[config.mk]
export PLATFORM = sky130hd
export DESIGN_NAME = if_stage_fetch
export DESIGN_NICKNAME = d
export VERILOG_FILES = /design/src/rtl/mips_pkg.sv /design/src/rtl/fetch_hold_buffer.sv /design/src/rtl/if_stage_fetch.sv
export SDC_FILE = /design/constraint.sdc
export NUM_CORES = 1
export LEC_CHECK = 0
export ABC_AREA = 1
export CAP_MARGIN = 20
export CORE_UTILIZATION = 30
export CTS_BUF_LIST = sky130_fd_sc_hd__clkbuf_16
export CTS_CLUSTER_DIAMETER = 50
export DETAILED_ROUTE_END_ITERATION = 16
export HOLD_SLACK_MARGIN = 0.06
export SYNTH_ARGS = -nofsm -noshare
export SYNTH_HDL_FRONTEND = slang
export SYNTH_HIERARCHICAL = 1
export SYNTH_SLANG_ARGS = --single-unit
[constraint.sdc]
create_clock -name clk -period 2.9 [get_ports clk]
set_clock_uncertainty 0.05 [all_clocks]
set_input_delay 0.58 -clock clk [delete_from_list [all_inputs] [get_ports clk]]
set_output_delay 0.58 -clock clk [all_outputs]
set_load 0.01 [all_outputs]
[src/rtl/mips_pkg.sv]
// Shared types and constants for the MIPS pipeline front end.
package mips_pkg;

   localparam int          PC_W      = 32;
   localparam logic [31:0] NOP_INSTR = 32'h0000_0000;

   typedef enum logic [1:0] {
      FETCH = 2'd0,
      HOLD  = 2'd1,
      DRAIN = 2'd2
   } fetch_state_t;

   // IF/ID pipeline register contents
   typedef struct packed {
      logic [PC_W-1:0] instr;
      logic [PC_W-1:0] pc;
      logic            valid;
   } ifid_t;

endpackage

[src/rtl/fetch_hold_buffer.sv]
// One-entry {data, pc} buffer that parks a fetched word while decode is frozen.
module fetch_hold_buffer
   import mips_pkg::*;
(
   input  logic            clk,
   input  logic            rst,
   input  logic            load,
   input  logic            clear,
   input  logic [PC_W-1:0] load_data,
   input  logic [PC_W-1:0] load_pc,
   output logic [PC_W-1:0] data,
   output logic [PC_W-1:0] pc,
   output logic            full
);

   // clear wins over load so a redirect always drops a parked word
   always_ff @(posedge clk) begin
      if (!rst || clear) begin
         data <= '0;
         pc   <= '0;
         full <= 1'b0;
      end else if (load) begin
         data <= load_data;
         pc   <= load_pc;
         full <= 1'b1;
      end
   end

endmodule

[src/rtl/if_stage_fetch.sv]
// Instruction fetch stage: owns the PC, talks to a variable-latency imem and
// loads the IF/ID register, inserting NOP bubbles on waits and redirects.
module if_stage_fetch
   import mips_pkg::*;
#(
   parameter logic [PC_W-1:0] RESET_PC = 32'h0000_0000,
   parameter logic [PC_W-1:0] PC_STEP  = 32'd4
) (
   input  logic            clk,
   input  logic            rst,
   input  logic            freeze,
   input  logic            Br_taken,
   input  logic [PC_W-1:0] branch_addr,
   output logic            imem_req,
   output logic [PC_W-1:0] imem_addr,
   input  logic            imem_ready,
   input  logic [PC_W-1:0] imem_rdata,
   output logic [PC_W-1:0] instruction,
   output logic [PC_W-1:0] PC,
   output logic            instr_valid
);

   fetch_state_t    state;
   logic [PC_W-1:0] pc;
   logic [PC_W-1:0] pc_inc;
   logic [PC_W-1:0] req_addr;
   logic            req_q;
   ifid_t           ifid;

   logic            buf_load;
   logic            buf_clear;
   logic            buf_full;
   logic [PC_W-1:0] buf_data;
   logic [PC_W-1:0] buf_pc;

   assign pc_inc = pc + PC_STEP;

   // park an accepted word when decode is frozen; drop it on redirect or release
   always_comb begin
      buf_load  = (state == FETCH) && req_q && imem_ready && freeze && !Br_taken;
      buf_clear = Br_taken || ((state == HOLD) && !freeze);
   end

   fetch_hold_buffer u_hold_buf (
      .clk       (clk),
      .rst       (rst),
      .load      (buf_load),
      .clear     (buf_clear),
      .load_data (imem_rdata),
      .load_pc   (pc_inc),
      .data      (buf_data),
      .pc        (buf_pc),
      .full      (buf_full)
   );

   // PC, request and IF/ID sequencing; req_q is low only right after reset
   // and in HOLD, so a ready strobe is never taken without an open request
   always_ff @(posedge clk) begin
      if (!rst) begin
         pc       <= RESET_PC;
         req_addr <= RESET_PC;
         req_q    <= 1'b0;
         state    <= FETCH;
         ifid     <= '0;
      end else if (Br_taken) begin
         pc          <= branch_addr;
         ifid.instr  <= NOP_INSTR;
         ifid.valid  <= 1'b0;
         // an open request must be drained before the target can be issued
         if ((state == FETCH && req_q && !imem_ready) || state == DRAIN) begin
            state <= DRAIN;
         end else begin
            state    <= FETCH;
            req_q    <= 1'b1;
            req_addr <= branch_addr;
         end
      end else begin
         case (state)
            FETCH: begin
               if (!req_q) begin
                  req_q    <= 1'b1;
                  req_addr <= pc;
               end else if (imem_ready) begin
                  pc <= pc_inc;
                  if (!freeze) begin
                     ifid     <= {imem_rdata, pc_inc, 1'b1};
                     req_addr <= pc_inc;
                  end else begin
                     state <= HOLD;
                     req_q <= 1'b0;
                  end
               end else if (!freeze) begin
                  ifid.instr <= NOP_INSTR;
                  ifid.valid <= 1'b0;
               end
            end
            HOLD: begin
               if (!freeze) begin
                  ifid     <= {buf_data, buf_pc, buf_full};
                  state    <= FETCH;
                  req_q    <= 1'b1;
                  req_addr <= pc;
               end
            end
            DRAIN: begin
               ifid.instr <= NOP_INSTR;
               ifid.valid <= 1'b0;
               if (imem_ready) begin
                  state    <= FETCH;
                  req_addr <= pc;
               end
            end
            default: state <= FETCH;
         endcase
      end
   end

   assign imem_req    = req_q;
   assign imem_addr   = req_addr;
   assign instruction = ifid.instr;
   assign PC          = ifid.pc;
   assign instr_valid = ifid.valid;

endmodule

==> results.md, run 1 <==
* Status: completed
* Sw frac at 31.48%
* CP Data Required Time at 2270 ps
* Initial core utilization at between 30% and 40%
* Slew HR at a little under three fifths
* Area of the core at 30030 um2
* Vias/cell at 5.061
* Mapped Nets at roughly 1400
* Max incr delay on CP at around 630 ps
* Sequential fraction of the synthesis area at a little over two fifths
* Antenna violations before repair at 0
* Count of input and output buffers at roughly 170
* Ant diodes at 0
* H-tree Lvls at 4
* P_int at between 0.004 and 0.005 W
* Combinational share of power at roughly 21%
* Clk sink count at between 150 and 200
* Most common cell after layout, fill and taps aside: nand2_1
* Switching pwr at between 0.002 and 0.0025 W
* Final period utilization at between 70% and 80%
* Max Freq at ~0.47 GHz
* Gr usage total at 18.88%
* FF+latch area at 3944 um2
* Synth cell types at 35
* Hold buffer count at cts at 0
* Via Count at 9272
* Layout cells sized above 1 at 7.143%
* Drt total wl at 29.92 mm
* Die Width at 177.8 um
* Largest net degree at the start of global routing at 84
* I/O pin count at between 150 and 200
* Worst-skew pair later-pin latency at around 440 ps
* Post_cts resized at 0
* Die area at around 32000 um2
* Clock root cell: clkbuf_16
* DPL Wire Length at between 15 and 20 mm
* First-pass GRT wire length at 47.02 mm
* Clock power share at 35.7%
* # Post-CTS Setup Buffers at 0
* CP max-delay cell: clkdlybuf4s50_1
* Max-capacitance violation count at 0
* Final core utilization at between 30% and 40%
* CP max FO at 6
* RSZ-0062 raised after global routing: no
* Area occupied by multi-input gates at 4633 um2
* Register share of total power at between 40% and 50%
* Placed Area at 11170 um2
* Vias in the first global route at around 8400
* CTS max path bufs at 2
* Actual slew at the worst max-slew pin at slightly below 700 ps
* Mean Syn Cell Area at approximately 7.1 um2
* Grt total ovfl at 0
* Synth Instances at roughly 1300
* Crit-path cells: clkdlybuf4s50_1
* Commonest non-fill, non-tap cells in the layout: 346 x nand2_1, 216 x a21oi_1, 197 x dfxtp_1, 164 x clkdlybuf4s50_1, 90 x nand3_1
* Hold Crit Class: register to register
* Worst setup SP type: register
* Post-detailed-route count of antenna-violating nets at 0
* WP data arrival at 1500 ps
* Final Power at roughly 0.0069 W
* Critical path's top delay family: buffers and inverters
* Die Height at ~180 um
* Final TNS setup at 0 ps
* CP endpoint kind: primary output
* Final setup fails at 0
* Pwr dens at around 600 nW/um2
* P&R area growth vs syn at 27.04%
* Num rows at 63
* Leakage at ~4.2 nW
* Pre-antenna DRT Iters at 6
* Levels on crit path at 1
* DRC viols at 0
* Tmin final at approximately 2100 ps
* Clock-pin slew on the worst setup and hold paths at 70 ps
* WP buf/inv at 1
* Hold depth at 2
* Fill cells at 3056
* Final GP Congestion at roughly 0.95
* Syn. warnings at 6
* CP Class: register to primary output
* Synthesized cell area at just over 9000 um2
* TritonCTS Buffers at 17
* Maximum VDD drop at roughly 0.39 mV
* Drt wl/cell at around 16 um
* Worst reg-to-reg path cell count at 10
* Yosys reg bits at 197
* Final Cell Area at 11780 um2
* Nets at approximately 1500
* Final Max Slew Viols at 0
* Count of final hold-check violations at 0
* CTS tree: yes
* Initial drt markers at 700
[final timing paths]
path	from	end	slack, ps
max	imem_req	imem_req	770
min	u_hold_buf/data[8]	u_hold_buf/data[8]	410
max reg2reg	state[1]	imem_addr[5]	790
min reg2reg	u_hold_buf/data[8]	u_hold_buf/data[8]	410
[cells in the mapped netlist]
cell type / count / share of area [%]
nand3_2: 3 / 0.32
o21ai_0: 87 / 4.7
inv_4: 2 / 0.13
a211oi_1: 1 / 0.081
buf_6: 10 / 1.2
o21bai_1: 2 / 0.16
nand2_1: 347 / 14
clkbuf_1: 43 / 1.7
nand3_1: 90 / 4.9
mux2i_1: 2 / 0.22
buf_4: 9 / 0.73
dfxtp_1: 197 / 43
nor2_4: 6 / 0.73
o21ai_1: 50 / 2.7
inv_2: 6 / 0.24
buf_2: 26 / 1.4
nand4_1: 1 / 0.068
nand3b_1: 1 / 0.081
nand2_2: 9 / 0.61
nand3_4: 1 / 0.19
xor2_1: 8 / 0.76
a311oi_1: 3 / 0.28
nor2_2: 9 / 0.61
buf_1: 4 / 0.16
o211a_1: 2 / 0.22
clkinv_1: 1 / 0.040
nand2_4: 2 / 0.24
ha_1: 5 / 0.67
inv_1: 50 / 2.0
a21oi_1: 216 / 12
nor2_1: 64 / 2.6
and2_1: 1 / 0.068
nor2_8: 2 / 0.43
nor3_2: 1 / 0.11
a31oi_1: 50 / 3.4
[sequential cells by signal, summed over array words and instances, names as in the netlist, 2 cells and up]
signal / cells
instruction: 32
state: 2
imem_addr: 32
pc: 32
PC: 32
u_hold_buf/pc: 32
u_hold_buf/data: 32
[final cells by class]
| class | instances | area share [%] |
|---|---|---|
| Clock buffer | 17 | 3.612 |
| Inverter | 59 | 1.923 |
| Tap cell | 390 | 4.143 |
| Multi-Input combinational cell | 963 | 39.33 |
| Timing Repair Buffer | 191 | 15.93 |
| Clock inverter | 15 | 1.572 |
| Sequential cell | 197 | 33.48 |
[logic make-up after synthesis]
group | after synthesis | share of synthesized area, %
compound gates | 411 | 23.17
xor+xnor | 8 | 0.7558
fa+ha+maj | 5 | 0.6748
buf+inv | 151 | 7.692
flops | 197 | 42.54
mux | 2 | 0.2159
simple gates | 537 | 24.95
[through the flow]
step	std cells	setup slack, ps	hold slack [ps]
final	1832	772.7	409.7
after global routing	1832	575.0	426.4
after CTS	1832	756.5	414.6
after detailed placement	1800	490.2	402.7
after global placement	1800	515.1	398.1
after floorplan	1311	1140	390.1
[routing by layer]
layer	wire [um]	part of all wire, %	GRT usage (%)	vias up
li1	-	-	-	4646
met1	14250	48	26.91	4242
met2	13370	45	29.43	364
met3	2027	6.8	3.278	20
met4	271	0.91	4.238	0
met5	0	0	0	-
[power groups by stage]
stage | Clock, W | Sequential [W] | Combinational (W)
after floorplan | 0 | 0.00310 | 0.000735
after detailed placement | 0 | 0.00306 | 0.00142
after global routing | 0.00262 | 0.00303 | 0.00155
final | 0.00246 | 0.00301 | 0.00142
after CTS | 0.00251 | 0.00301 | 0.00143
after global placement | 0 | 0.00307 | 0.00141
No activity file was read; power rests on OpenSTA's default activity.
==> inputs of run 2 (changes only) <==
clock period = 1.7 ns   (was 2.9 ns; I/O delays follow)
==> run 2 against run 1 <==
Net effect:
- the flow now finishes with violations (setup timing)
- global-route usage rose by 0.42 points
- flip-flop and latch count is the same
- cell count up 5.3%
- die area did not move
- critical endpoint is now imem_addr[21]
- largest cell class unchanged
- highest routed layer unchanged
==> results.md, run 2 (synthesis gave the netlist of run 1 again) <==
* Vias in the first global route at 9053 (was 8418)
* P&R area growth vs syn at 44.68% (was 27.04%)
* Pwr dens at 914.8 nW/um2 (was 584.4 nW/um2)
* Commonest non-fill, non-tap cells in the layout: 315 x nand2_1, 188 x dfxtp_1, 168 x a21oi_1, 90 x dlygate4sd2_1, 85 x nand3_1 (was 346 x nand2_1, 216 x a21oi_1, 197 x dfxtp_1, 164 x clkdlybuf4s50_1, 90 x nand3_1)
* Most common cell after layout, fill and taps aside: nand2_1 (unchanged)
* Final TNS setup at -721.1 ps (was 0 ps)
* Layout cells sized above 1 at 21.17% (was 7.143%)
* CTS tree: yes (unchanged)
* CP max FO at 7 (was 6)
* Final GP Congestion at 0.9378 (was 0.9507)
* Final Max Slew Viols at 0 (unchanged)
* Leakage at 5.383 nW (was 4.201 nW)
* TritonCTS Buffers at 17 (unchanged)
* CP Class: register to register (was register to primary output)
* Nets at 1602 (was 1503)
* Die Width at 177.8 um (unchanged)
* RR Startpoint: state[1] (unchanged)
* Largest net degree at the start of global routing at 68 (was 84)
* Clock-pin slew on the worst setup and hold paths at 80 ps (was 70 ps)
* Count of final hold-check violations at 0 (unchanged)
* Final setup fails at 27 (was 0)
* Grt total ovfl at 0 (unchanged)
* Pre-antenna DRT Iters at 7 (was 6)
* Top cell by count, worst path: buf_6
* Drt total wl at 32.81 mm (was 29.92 mm)
* Count of input and output buffers at 166 (unchanged)
* Clk sink count at 197 (unchanged)
* Antenna violations before repair at 0 (unchanged)
* Initial drt markers at 841 (was 700)
* Clock root cell: clkbuf_16 (unchanged)
* Crit path launch: state[1] (was imem_req)
* Num rows at 63 (unchanged)
* Slew HR at 65.56% (was 55.13%)
* Initial core utilization at 30.87% (unchanged)
* Max Freq at 0.5702 GHz
* H-tree Lvls at 4 (unchanged)
* CP Data Required Time at 2010 ps (was 2270 ps)
* Area of the core at 30030 um2 (unchanged)
* Drt wl/cell at 17.00 um (was 16.33 um)
* Actual slew at the worst max-slew pin at 516.6 ps (was 673.1 ps)
* CP max-delay cell: dfxtp_2 (was clkdlybuf4s50_1)
* Failing checks: setup timing
* Via Count at 9977 (was 9272)
* Post-detailed-route count of antenna-violating nets at 0 (unchanged)
* I/O pin count at 167 (unchanged)
* Die area at 31610 um2 (unchanged)
* WP data arrival at 2070 ps (was 1500 ps)
* DPL Wire Length at 20.92 mm (was 19.80 mm)
* Worst setup SP type: register (unchanged)
* Final period utilization at 103.2%
* Worst Hold Launch: rst (was u_hold_buf/data[8])
* Ant diodes at 0 (unchanged)
* Die Height at 177.8 um (unchanged)
* Tmin final at between 1500 and 2000 ps
* Max-capacitance violation count at 0 (unchanged)
* Crit-path cells: buf_6 -> ha_4 -> o21bai_1 -> nand2_1 -> inv_2 -> nor2_4 -> buf_6 -> buf_16 -> o21ai_1 -> a21oi_1 (was clkdlybuf4s50_1)
* Maximum VDD drop at 0.6496 mV (was 0.3869 mV)
* CP endpoint kind: register (was primary output)
* Hold Crit Class: input pin to register (was register to register)
* Final Power at 0.01227 W (was 0.006883 W)
* First-pass GRT wire length at 47.82 mm (was 47.02 mm)
* Vias/cell at 5.169 (was 5.061)
* Gr usage total at 19.30% (was 18.88%)
* Status: complete, but fails checks (was completed)
* Worst-skew pair later-pin latency at 440 ps (about the same)
* RSZ-0062 raised after global routing: yes (was no)
* Max incr delay on CP at 340 ps (was 630 ps)
* Final core utilization at 44.67% (was 39.22%)
* DRC viols at 0 (unchanged)
* Fill cells at 2966 (was 3056)
* CTS max path bufs at 2 (unchanged)
* Setup ws final at -53.64 ps (was 772.7 ps)
[run 2: changes by cell type in the layout (fill, tap and decap cells not counted), sizes merged]
cell           change
bufinv             +1
clkbuf             +8
clkdlybuf4s50     -98
dlygate4sd2       +90
inv                -3
dlymetal6s2s       +8
buf               +91
clkinv             +1
[run 2: path summary, 6_finish.rpt]
| check | to | slack [ps] | cells past startpoint |
|---|---|---|---|
| max reg2reg | imem_addr[21] | -50 | 10 |
| min | instruction[25] | 360 | 5 |
| max | imem_addr[21] | -50 | 10 |
| min reg2reg | u_hold_buf/data[21] | 410 | 2 |
[run 2: per-layer routing]
layer	GRT usage, %	vias up	wire length [um]
met5	0	-	0
met4	5.093	0	641
met3	3.406	54	2299
met2	31.85	410	15450
met1	25.76	4661	14420
li1	-	4852	-
[run 2: metrics by stage]
stage                     hold WS [ps]  cell area [um2]  worst slack [ps]  std cells
after floorplan                  390.1             9273            -2.202       1311
final                            355.0            13410            -53.64       1930
after CTS                        336.8            12590            -37.51       1913
after global routing             365.7            13410            -133.6       1930
after global placement           396.3            11850            -300.0       1871
after detailed placement         401.6            11850            -349.6       1871
[run 2: final cells by class]
type	instances	area, um2	area share, %
clock buffers	17	425.4	3.171
repair buffers	290	2953	22.01
flip-flops and latches	197	3960	29.52
multi-input cells	963	5182	38.63
inverters	59	247.7	1.847
clock inverters	14	157.7	1.175
well taps	390	488.0	3.638
[run 2: critical path, delay by kind of cell, from the launching register on]
kind	cells	cell delay (ps)
AOI/OAI and AO/OA	3	350
adders and majority gates	1	170
buffers and inverters	4	450
DFF	1	340
and+or+nand+nor	2	350
[run 2: where the power goes]
part,internal [W],leakage (nW),switching [W]
sequential,0.00492,1.61,0.000200
clock,0.00219,0.290,0.00189
combinational,0.00136,3.48,0.00171
total,0.00847,5.38,0.00380
[run 2: repair_timing]
action,CTS,global route
resized for setup,130,154
setup endpoints to repair,244,196
setup buffers,9,9
hold buffers,0,0
pin swaps,11,39
gates cloned,2,10
==> inputs of run 3 (changes only) <==
CORE_UTILIZATION = 48   (was 30)
PLACE_DENSITY = 0.77   (was unset)
==> run 3 against run 2 <==
Net effect:
- the flow still finishes with violations (setup timing)
- flip-flop and latch count did not move
- combinational power barely moved
- non-clock buffer count fell by 6
- critical endpoint is now imem_addr[31]
- highest routed layer unchanged
==> results.md, run 3 (synthesis gave the netlist of run 1 again) <==
* Status: complete, but fails checks (unchanged)
* Failing checks: setup timing (unchanged)
* Leakage at 5.450 nW (was 5.383 nW)
* Worst-skew pair later-pin latency at 440 ps (about the same)
* Layout cells sized above 1 at 19.41% (was 21.17%)
* Final Max Slew Viols at 0 (unchanged)
* RSZ-0062 raised after global routing: yes (unchanged)
* DRC viols at 0 (unchanged)
* First-pass GRT wire length at 44.73 mm (was 47.82 mm)
* Routed wl met2 at 15.77 mm (was 15.45 mm)
* I/O pin count at 167 (unchanged)
* CTS tree: yes (unchanged)
* DPL Wire Length at 17.94 mm (was 20.92 mm)
* Drt wl/cell at 18.44 um (was 17.00 um)
* Final setup fails at 139 (was 27)
* Hold Worst Slack at 355.6 ps (was 355.0 ps)
* Initial drt markers at 972 (was 841)
* CTS max path bufs at 2 (unchanged)
* Crit path launch: state[1] (unchanged)
* CP endpoint kind: register (unchanged)
* Slew HR at 66.62% (was 65.56%)
* Count of input and output buffers at 166 (unchanged)
* Nets at 1596 (was 1602)
* Sw frac at 31.28% (was 30.98%)
* Clk sink count at 197 (unchanged)
* Commonest non-fill, non-tap cells in the layout: 319 x nand2_1, 197 x a21oi_1, 181 x dfxtp_1, 90 x dlygate4sd2_1, 88 x nand3_1 (was 315 x nand2_1, 188 x dfxtp_1, 168 x a21oi_1, 90 x dlygate4sd2_1, 85 x nand3_1)
* Maximum VDD drop at 0.7812 mV (was 0.6496 mV)
* WP data arrival at 2140 ps (was 2070 ps)
* Pre-antenna DRT Iters at 7 (unchanged)
* Most common cell after layout, fill and taps aside: nand2_1 (unchanged)
* Fill cells at 1447 (was 2966)
* CP max FO at 6 (was 7)
* CP Class: register to register (unchanged)
* Area of the core at 18830 um2 (was 30030 um2)
* Highest metal used: met4 (unchanged)
* Clock root cell: clkbuf_16 (unchanged)
* Clock-pin slew on the worst setup and hold paths at 80 ps (about the same)
* Max incr delay on CP at 330 ps (was 340 ps)
* Worst Hold Launch: rst (unchanged)
* Cells after DPL at 1720 (was 1871)
* Max Freq at 0.5465 GHz (was 0.5702 GHz)
* Crit-path cells: buf_4 -> ha_4 -> nand2_1 -> nand2_2 -> nor2_4 -> nand2_2 -> nor2_4 -> buf_6 -> buf_4 -> o21ai_1 -> a21oi_1 (was buf_6 -> ha_4 -> o21bai_1 -> nand2_1 -> inv_2 -> nor2_4 -> buf_6 -> buf_16 -> o21ai_1 -> a21oi_1)
* Worst setup SP type: register (unchanged)
* Tmin final at 1830 ps (was 1754 ps)
* H-tree Lvls at 4 (unchanged)
* Vias/cell at 5.863 (was 5.169)
* Actual slew at the worst max-slew pin at 500.8 ps (was 516.6 ps)
* Die Width at 141.0 um (was 177.8 um)
* WL met3 at 3.188 mm (was 2.299 mm)
* P&R area growth vs syn at 43.74% (was 44.68%)
* Hold Crit Class: input pin to register (unchanged)
* Clock power share at 33.5% (was 33.2%)
* Die Height at 141.0 um (was 177.8 um)
* Initial core utilization at 49.24% (was 30.87%)
* Drt total wl at 33.12 mm (was 32.81 mm)
* Antenna violations before repair at 0 (unchanged)
* CP max-delay cell: dfxtp_2 (unchanged)
* Gr usage total at 28.14% (was 19.30%)
* Largest net degree at the start of global routing at 83 (was 68)
* Vias in the first global route at 9058 (was 9053)
* RR Startpoint: state[1] (unchanged)
* Final Non-Filler Cells at 1796 (was 1930)
* Final Cell Area at 13330 um2 (was 13410 um2)
* Metal-1 WL at 12.58 mm (was 14.42 mm)
* Reg2Reg Setup Slack at -130 ps (was -50 ps)
* Final GP Congestion at 0.9791 (was 0.9378)
* Post-detailed-route count of antenna-violating nets at 0 (unchanged)
* Pre-CTS setup slack at -302.5 ps (was -349.6 ps)
* Setup ws final at -129.8 ps (was -53.64 ps)
* Hold buffer count at cts at 0 (unchanged)
* TritonCTS Buffers at 17 (unchanged)
* Placed Area at 11570 um2 (was 11850 um2)
* Via Count at 10530 (was 9977)
* Grt total ovfl at 0 (unchanged)
* Register share of total power at 41.4% (was 41.7%)
* Max-capacitance violation count at 0 (unchanged)
* Final TNS setup at -6736 ps (was -721.1 ps)
* Switching pwr at 0.003877 W (was 0.003801 W)
* Pwr dens at 930.1 nW/um2 (was 914.8 nW/um2)
* Num rows at 50 (was 63)
* Combinational share of power at 25.1% (about the same)
* Die area at 19880 um2 (was 31610 um2)
* P_int at 0.008518 W (was 0.008470 W)
* Count of final hold-check violations at 0 (unchanged)
* Final period utilization at 107.6% (was 103.2%)
* CP Data Required Time at 2010 ps (about the same)
-- run 3: metal layers --
layer / vias to the layer above / GRT usage, %
li1: 4851 / -
met5: - / 0
met3: 124 / 4.246
met4: 0 / 11.21
met1: 4868 / 36.32
met2: 687 / 47.24
-- run 3: cell type report --
type                            count  area (um2)  share of cell area (%)
Timing Repair Buffer              284        3126                   23.45
Antenna cell                        1       2.502                 0.01878
Inverter                           59       244.0                   1.831
Tap cell                          260       325.3                   2.441
Clock buffer                       17       425.4                   3.192
Clock inverter                     15       166.4                   1.249
Multi-Input combinational cell    963        5069                   38.03
Sequential cell                   197        3969                   29.78
-- run 3: final timing paths --
check / to / depth (start not counted)
worst max register to register: imem_addr[31] / 11
worst min-delay path: imem_addr[17] / 4
worst min register to register: u_hold_buf/data[28] / 2
worst max-delay path: imem_addr[31] / 11
-- run 3: what timing repair did --
action | in CTS | in global routing
pin swaps | 7 | 28
cloned | 4 | 21
endpoints found under the hold margin | 0 | 0
setup endpoints to repair | 263 | 196
resized for setup | 128 | 169
setup buffers | 7 | 12
-- run 3: stage by stage --
step,total power (W),util [%]
after floorplan,0.006548,-
after global placement,0.007733,61.44
after detailed placement,0.007766,61.44
after CTS,0.01196,65.44
after global routing,0.01282,70.76
final,0.01240,70.77
-- run 3: power by group through the flow --
stage / Clock, W / Combinational [W] / Sequential (W)
6_report: 0.00415 / 0.00311 / 0.00513
5_1_grt: 0.00437 / 0.00330 / 0.00516
4_1_cts: 0.00418 / 0.00268 / 0.00510
3_5_place_dp: 0 / 0.00256 / 0.00520
3_3_place_gp: 0 / 0.00252 / 0.00522
2_1_floorplan: 0 / 0.00126 / 0.00529
-- run 3: worst max-delay path: cells and delay by family, from the launching register on --
family	cells	cell delay, ps
fa+ha+maj	1	170
simple gates	5	520
buf+inv	3	460
flops	1	330
compound gates	2	220
